<file path="config.mk">
export PLATFORM = sky130hd
export DESIGN_NAME = bf_board_overseer
export DESIGN_NICKNAME = d
export VERILOG_FILES = /design/src/rtl/bf_board_overseer.sv
export SDC_FILE = /design/constraint.sdc
export NUM_CORES = 1
export LEC_CHECK = 0
export BUFFER_PORTS_ARGS = -buffer_cell sky130_fd_sc_hd__buf_2
export CORE_MARGIN = 4
export CORE_UTILIZATION = 45
export DETAILED_ROUTE_END_ITERATION = 7
export GPL_ROUTABILITY_DRIVEN = 0
export MAX_ROUTING_LAYER = met4
export PLACE_DENSITY = 0.73
export SLEW_MARGIN = 20
export SYNTH_ARGS = -nofsm -noshare
export SYNTH_HDL_FRONTEND = slang
export SYNTH_SLANG_ARGS = --single-unit
</file>
<file path="constraint.sdc">
create_clock -name clk -period 1.77 [get_ports clk]
set_clock_uncertainty 0.15 [all_clocks]
set_input_delay 0.177 -clock clk [delete_from_list [all_inputs] [get_ports clk]]
set_output_delay 0.177 -clock clk [all_outputs]
set_load 0.02 [all_outputs]
</file>
<file path="src/rtl/bf_board_overseer.sv">
// Board glue for the brainfuck core: input sync/debounce, UART tick, reset sequencing, status LED.
// Optional watchdog (S_TIMEOUT, timeout output) is enabled by defining BF_OVERSEER_WATCHDOG_EN.
//
// state     | meaning
// ----------+--------------------------------------------------------------
// S_RESET   | core_rst_n asserted
// S_LOAD    | core out of reset, loading switch on
// S_RUN     | program executing
// S_DONE    | core raised done; held until core reset or loading
// S_TIMEOUT | watchdog expired in S_RUN (watchdog build only)
module bf_board_overseer #(
    parameter int CLK_HZ          = 12000000,
    parameter int UART_HZ         = 1000000,
    parameter int N_BTN           = 2,
    parameter int DEBOUNCE_CYCLES = 12000,
    parameter int RESET_HOLD      = 16,
    parameter int BLINK_BITS      = 22,
    parameter int WDT_BITS        = 24
) (
    input  logic             clk,
    input  logic             reset_n,
    input  logic             sw_in,
    input  logic [N_BTN-1:0] btn_in,
    input  logic             rx_in,
    input  logic             done,
    output logic             rx_sync,
    output logic [N_BTN-1:0] btn_db,
    output logic             loading,
    output logic             uart_en,
    output logic             main_rst_n,
    output logic             core_rst_n,
    output logic [2:0]       led_rgb,
    output logic             timeout
);

    localparam int DIV    = CLK_HZ / UART_HZ;
    localparam int DIV_W  = (DIV > 1) ? $clog2(DIV) : 1;
    localparam int DB_W   = $clog2(DEBOUNCE_CYCLES + 1);
    localparam int HOLD_W = $clog2(RESET_HOLD + 1);

    localparam logic [DIV_W-1:0]  DIV_LAST  = DIV_W'(DIV - 1);
    localparam logic [DB_W-1:0]   DB_LAST   = DB_W'(DEBOUNCE_CYCLES - 1);
    localparam logic [HOLD_W-1:0] HOLD_LAST = HOLD_W'(RESET_HOLD - 1);
    localparam logic [N_BTN+1:0]  SYNC_INIT = {1'b1, {(N_BTN + 1){1'b0}}};

    typedef enum logic [2:0] {
        S_RESET,
        S_LOAD,
        S_RUN,
        S_DONE
`ifdef BF_OVERSEER_WATCHDOG_EN
        , S_TIMEOUT
`endif
    } state_t;

    // Sync chain layout: {rx, sw, btn[N_BTN-1:0]}; rx idles high.
    logic [N_BTN+1:0] sync_q1, sync_q2;

    always_ff @(posedge clk or negedge reset_n) begin
        if (!reset_n) begin
            sync_q1 <= SYNC_INIT;
            sync_q2 <= SYNC_INIT;
        end else begin
            sync_q1 <= {rx_in, sw_in, btn_in};
            sync_q2 <= sync_q1;
        end
    end

    assign rx_sync = sync_q2[N_BTN+1];

    logic [N_BTN:0]           db_in, db_q, db_d;
    logic [N_BTN:0][DB_W-1:0] db_cnt_q, db_cnt_d;

    assign db_in = sync_q2[N_BTN:0];

    always_comb begin
        db_d     = db_q;
        db_cnt_d = '0;
        for (int i = 0; i <= N_BTN; i++) begin
            if (db_in[i] != db_q[i]) begin
                if (db_cnt_q[i] == DB_LAST) begin
                    db_d[i] = db_in[i];
                end else begin
                    db_cnt_d[i] = db_cnt_q[i] + DB_W'(1);
                end
            end
        end
    end

    always_ff @(posedge clk or negedge reset_n) begin
        if (!reset_n) begin
            db_q     <= '0;
            db_cnt_q <= '0;
        end else begin
            db_q     <= db_d;
            db_cnt_q <= db_cnt_d;
        end
    end

    assign loading = db_q[N_BTN];
    assign btn_db  = db_q[N_BTN-1:0];

    logic [DIV_W-1:0] div_cnt;

    always_ff @(posedge clk or negedge reset_n) begin
        if (!reset_n) begin
            div_cnt <= '0;
            uart_en <= 1'b0;
        end else begin
            uart_en <= (div_cnt == DIV_LAST);
            div_cnt <= (div_cnt == DIV_LAST) ? '0 : div_cnt + DIV_W'(1);
        end
    end

    // A cause asserts reset on the edge it appears (next value) and keeps the
    // hold counter cleared for as long as the registered cause is still high.
    logic              main_cause, core_cause, load_fall;
    logic [HOLD_W-1:0] main_cnt, core_cnt;

    assign load_fall  = db_q[N_BTN] & ~db_d[N_BTN];
    assign main_cause = db_d[1] | db_q[1];
    assign core_cause = main_cause | ~main_rst_n | db_d[0] | db_q[0] | load_fall;

    always_ff @(posedge clk or negedge reset_n) begin
        if (!reset_n) begin
            main_rst_n <= 1'b0;
            main_cnt   <= '0;
        end else if (main_cause) begin
            main_rst_n <= 1'b0;
            main_cnt   <= '0;
        end else if (!main_rst_n) begin
            if (main_cnt == HOLD_LAST) begin
                main_rst_n <= 1'b1;
                main_cnt   <= '0;
            end else begin
                main_cnt <= main_cnt + HOLD_W'(1);
            end
        end
    end

    always_ff @(posedge clk or negedge reset_n) begin
        if (!reset_n) begin
            core_rst_n <= 1'b0;
            core_cnt   <= '0;
        end else if (core_cause) begin
            core_rst_n <= 1'b0;
            core_cnt   <= '0;
        end else if (!core_rst_n) begin
            if (core_cnt == HOLD_LAST) begin
                core_rst_n <= 1'b1;
                core_cnt   <= '0;
            end else begin
                core_cnt <= core_cnt + HOLD_W'(1);
            end
        end
    end

    state_t     state, state_d;
    logic [2:0] led_d;

`ifdef BF_OVERSEER_WATCHDOG_EN
    logic [WDT_BITS-1:0]   wdt_cnt;
    logic [BLINK_BITS-1:0] blink_cnt;
    logic                  blink;

    assign blink = blink_cnt[BLINK_BITS-1];

    always_ff @(posedge clk or negedge reset_n) begin
        if (!reset_n) begin
            wdt_cnt   <= '0;
            blink_cnt <= '0;
            timeout   <= 1'b0;
        end else begin
            wdt_cnt   <= (state == S_RUN) ? wdt_cnt + WDT_BITS'(1) : '0;
            blink_cnt <= blink_cnt + BLINK_BITS'(1);
            timeout   <= (state == S_TIMEOUT);
        end
    end
`else
    localparam int unused_params = BLINK_BITS + WDT_BITS;

    assign timeout = 1'b0;
`endif

    always_comb begin
        state_d = S_RUN;
        led_d   = 3'b000;
        if (!core_rst_n) begin
            state_d = S_RESET;
        end else if (loading) begin
            state_d = S_LOAD;
`ifdef BF_OVERSEER_WATCHDOG_EN
        end else if (state == S_TIMEOUT || (state == S_RUN && wdt_cnt == '1)) begin
            state_d = S_TIMEOUT;
`endif
        end else if (done || state == S_DONE) begin
            state_d = S_DONE;
        end
        case (state)
            S_LOAD:    led_d = 3'b010;
            S_RUN:     led_d = 3'b100;
            S_DONE:    led_d = 3'b001;
`ifdef BF_OVERSEER_WATCHDOG_EN
            S_TIMEOUT: led_d = {blink, 2'b00};
`endif
            default:   led_d = 3'b000;
        endcase
    end

    always_ff @(posedge clk or negedge reset_n) begin
        if (!reset_n) begin
            state   <= S_RESET;
            led_rgb <= 3'b000;
        end else begin
            state   <= state_d;
            led_rgb <= led_d;
        end
    end

endmodule

</file>
After elaboration in Yosys (flattened, before gate mapping):

Index checks and enable logic that the tools add are counted.

* register bits after elaboration: 76
* output and inout bits: 11

* add/sub/neg operators: 6
* eq/ne operators: 14
* multiplexer cells: 29
* bitwise operators: 8
* reductions and logical operators: 1

Operators with widths (number)
* 14-bit 2-to-1 mux: 6
* 14-bit by 1-bit adder with 14-bit output (second input constant): 3
* 14-bit equality test (second input constant): 3
* 5-bit 2-to-1 mux: 6
* 1-bit 2-to-1 mux: 13
* 5-bit by 1-bit adder with 5-bit output (second input constant): 2
* 5-bit by 4-bit equality test with 1-bit output (second input constant): 2
* 3-bit one-hot mux with 3 select lines: 1
* 3-bit by 2-bit equality test with 1-bit output (second input constant): 2
* 1-bit OR: 5
* 4-bit by 1-bit adder with 4-bit output (second input constant): 1
* 4-bit equality test (second input constant): 1
* 2-bit 2-to-1 mux: 2
* 4-bit 2-to-1 mux: 1
* 2-bit by 1-bit inequality test with 1-bit output (second input constant): 2
* 3-bit by 1-bit equality test with 1-bit output (second input constant): 1
* 1-bit inequality test: 3
* 1-bit inverter: 2
* 1-bit bitwise AND: 1
* 1-bit logical OR: 1

Longest topological paths before layout:

* depth in word-level cells: 9
* mapped depth: 6

Worst setup path before layout:

OpenSTA, ideal clock, no wires.

* path kind: register -> register
* from: register db_cnt_q[0] (netlist bit)
* to: register core_cnt[4]
* arrival: 1.682 ns
* data required time: 1.524 ns
* path slack: -0.158 ns
* stages on the path, launching flop included: 7
* path buffers: 1
* cells stage by stage: dfrtp_1 ha_1 nand4_1 nor4_1 or4_1 buf_2 a311oi_2

* word-level cells in the longest chain between the ends: 7
* elaborated cells between the ends (all ways): 8
* classes of those cells: 2 x eq/ne; 3 x mux; 3 x bitwise

RTL lines
* start, declared: RTL line 72 `logic [N_BTN:0][DB_W-1:0] db_cnt_q, db_cnt_d;`
* start signal, assigned: RTL line 96 `db_cnt_q <= db_cnt_d;`
* 14-bit equality test *: RTL line 81 `if (db_cnt_q[i] == DB_LAST) begin`
* 1-bit 2-to-1 mux *: RTL line 81
* 1-bit 2-to-1 mux *: RTL line 80 `if (db_in[i] != db_q[i]) begin`
* 1-bit OR * (3 in a row): RTL line 122 `assign core_cause = main_cause | ~main_rst_n | db_d[0] | db_q[0] | load_fall;`
* 2-bit by 1-bit inequality test with 1-bit output (no line) or 5-bit 2-to-1 mux (tied branches)
* end signal, assigned: RTL line 153 `core_cnt <= core_cnt + HOLD_W'(1);`
* end, declared: RTL line 118 `logic [HOLD_W-1:0] main_cnt, core_cnt;`

Every way passes the cells marked *; elsewhere a longest branch is shown, timed or not.
A chain may end at the register's enable or synchronous reset.

Worst setup path after layout:

* from: register db_cnt_q[36] (netlist bit)
* to: register db_q[2]

* word-level cells in the longest chain between the ends: 3

RTL lines
* 14-bit equality test: RTL line 81
* 1-bit 2-to-1 mux: RTL line 81
* 1-bit 2-to-1 mux: RTL line 80
* via db_d[2]: RTL line 71 `logic [N_BTN:0] db_in, db_q, db_d;`
* end signal, assigned: RTL line 92 `db_q <= '0;`
* end signal, assigned: RTL line 95 `db_q <= db_d;`
* end, declared: RTL line 71

The timed path passes the listed nets, and every way through them passes these cells.

==> reports/results.txt <==
Status: finished with violations
Violated checks: setup timing
Io pins: 18
CTS tree: built
Layout Utilization: 60.3%
Synth area leaders: dfrtp_1 (55%), xor2_1 (6.9%), nor2_1 (6.2%)
Static Leak: 2.00 nW
Max-slew violation count: 0
Starting Density: 46.1%
Filler cell count: 617
DR iter-0 viols: 99
Pin count of the biggest net entering global routing: 35
Grt ovf: 0
Global-route wire length before repair: 11.4 mm
Initial antenna violation count: 0
Root Buffer Master: clkbuf_8
Synthesis-stage register bit count: 75
Net Count, Synth: 315
Mean post-synth cell area: 11.0 um^2
Routed Antenna Nets: 0
DRC violations left: 0
Crit path DAT: 1.91 ns
Clock buffer depth: 2
Total Wirelength: 6.60 mm
Final setup vio count: 28
DP Wirelength: 4.52 mm
Clock transition at path regs: 0.08 ns
Post-synthesis instance total: 302
Seq/Total Area, Yosys: 56.6%
EDFF count, synth: 0
Post-route cell area: 4350 um^2
CP Max Fanout: 3
Die width: 93.9 um
Hold WS: 0.167 ns
Cts bufs inserted: 9
Share of cells above drive strength 1: 32.8%
Vias in the first global route: 2551
H-tree levels: 3
Hold Path Class: primary input to async pin
RSZ-0062 raised after global routing: true
Final min period: 1.83 ns
Worst-skew pair later-pin latency: 0.35 ns
# clock sinks: 75
Final Hold Viols: 0
Core area: 7210 um^2
Drt via density: 5.05
Library cells used by synthesis: 41
Power Density: 769 nW/um^2
Worst Setup End Kind: flop
Highest clock rate: 547 MHz
Layout area overhead: 30.9%
Buffers on Ports: 16
DIE AREA: 8820 um^2
Synthesized area: 3320 um^2
Die extent in y: 93.9 um
Diodes inserted: 0
Rows: 31
Vias post-DR: 2486
CP Launch Type: flop
Top_reg_cell synth: dfrtp_1
WL/cell: 13.4 um
Pre-antenna DRT Iters: 4
Placed instance area: 3910 um^2
WP data required: 1.85 ns
Yosys warnings: 0
Dominant cell type by area after synthesis: dfrtp_1
Fin nets: 401
Count leader, synth: dfrtp_1
Synth top area share: 55.0%
Critical path class: flop to flop
Worst Slack Setup Final: -0.0593 ns
Period Utilization, post-route: 103%
Synth top cells by count: dfrtp_1 (73), nor2_1 (55), xor2_1 (26), nand3_1 (20), xnor2_1 (17)
Total track usage: 17.1%
Post-Route Setup TNS: -0.719 ns
FFs w/ async S/R, synth: 100%
Max-cap violations: 0
Maximum vdd drop: 588 uV
==> layout by cell type, fill, tap and decap left out, types with 2 or more instances in the layout <==
cell            n
mux2_2          2
mux2i_1         3
nor4_4          2
bufinv_16       2
and3_1          4
nor2_1         39
dfrtp_1        72
and2_1          3
clkbuf_1        2
nor2_2         15
clkbuf_8        9
and4_1          7
buf_12          2
nand2b_1        2
buf_2          15
nor4_1          3
a22oi_1         2
dfstp_2         2
or4b_4          2
inv_1           7
ha_1            3
xor2_1         26
ha_2            3
nor2b_1         4
a21oi_1         2
nor3_1          5
a41oi_1         2
buf_4          57
nor4_2          3
xnor2_1        17
clkinv_2        2
mux2_4          2
nand3_1        20
or2_4           3
dlygate4sd3_1   6
or2_2           2
nand4_1        14
nand2_1        12
==> power by group <==
group	leakage, nW	switching [mW]	internal, mW
sequential	0.989	0.0151	1.74
clock	0.103	0.616	0.790
combinational	0.908	0.0994	0.0820
total	2.00	0.730	2.61
==> final timing paths <==
check                                       startpoint                endpoint  slack [ns]  cells after the start
worst max-delay path            db_cnt_q[36]$_DFF_PN0_       db_q[2]$_DFF_PN0_       -0.06                      3
worst min-delay path                           reset_n   db_cnt_q[9]$_DFF_PN0_        0.17                      2
worst max register to register  db_cnt_q[36]$_DFF_PN0_       db_q[2]$_DFF_PN0_       -0.06                      3
worst min register to register    sync_q1[1]$_DFF_PN0_    sync_q2[1]$_DFF_PN0_        0.20                      0
max in group asynchronous                      reset_n  db_cnt_q[31]$_DFF_PN0_        0.74                      3
min in group clk                  sync_q1[1]$_DFF_PN0_    sync_q2[1]$_DFF_PN0_        0.20                      0
==> flip-flops by register name (all words and copies together), names as in the netlist <==
name,cells
state,2
core_rst_n,1
core_cnt,5
db_cnt_q,42
db_q,3
div_cnt,4
sync_q1,4
main_cnt,5
sync_q2,4
led_rgb,3
main_rst_n,1
uart_en,1
==> worst max-delay path, stage by stage, from the launching register on <==
cell	delay [ns]
dfrtp_1	0.38
or4b_4	0.56
nor4_4	0.28
mux2_4	0.34
==> routing by layer <==
metal,up-vias,share of wire [%],GRT usage (%)
met2,39,52,27.9
met1,1222,44,20.6
met5,-,0,-
li1,1214,-,-
met3,11,3.4,3.85
met4,0,1.5,6.86
==> layout make-up <==
class	count	area, um^2	area share [%]
repair buffers	80	603	13.9
clock buffers	11	131	3.02
inverters	7	26.3	0.604
clock inverters	5	77.6	1.78
multi-input cells	215	1510	34.6
flip-flops and latches	75	1880	43.2
well taps	99	124	2.85
==> metrics by stage <==
| step | std cells | power [mW] | setup slack, ns |
|---|---|---|---|
| floorplan | 302 | 1.85 | -0.0925 |
| global placement | 461 | 1.93 | -0.111 |
| detailed placement | 461 | 1.94 | -0.166 |
| CTS | 488 | 3.36 | -0.0401 |
| global route | 492 | 3.48 | -0.158 |
| finish | 492 | 3.34 | -0.0593 |
==> logic make-up after synthesis <==
family | share of synthesized area, %
other | 0.113
muxes | 2.26
AOI/OAI and AO/OA | 2.41
DFF | 56.6
buffers and inverters | 2.15
adders and majority gates | 2.26
and+or+nand+nor | 22.9
xor gates and xnor gates | 11.3
==> timing repair <==
| item | 4_1_cts | 5_1_grt |
|---|---|---|
| cloned | 1 | 1 |
| gates resized for setup | 10 | 20 |
| buffers inserted | 4 | 3 |
| hold buffers | 6 | 0 |
| endpoints found under the setup margin | 34 | 49 |
| pin swaps | 4 | 11 |
| hold endpoints to repair | 45 | 0 |
Power figures use the tool's default switching activity.
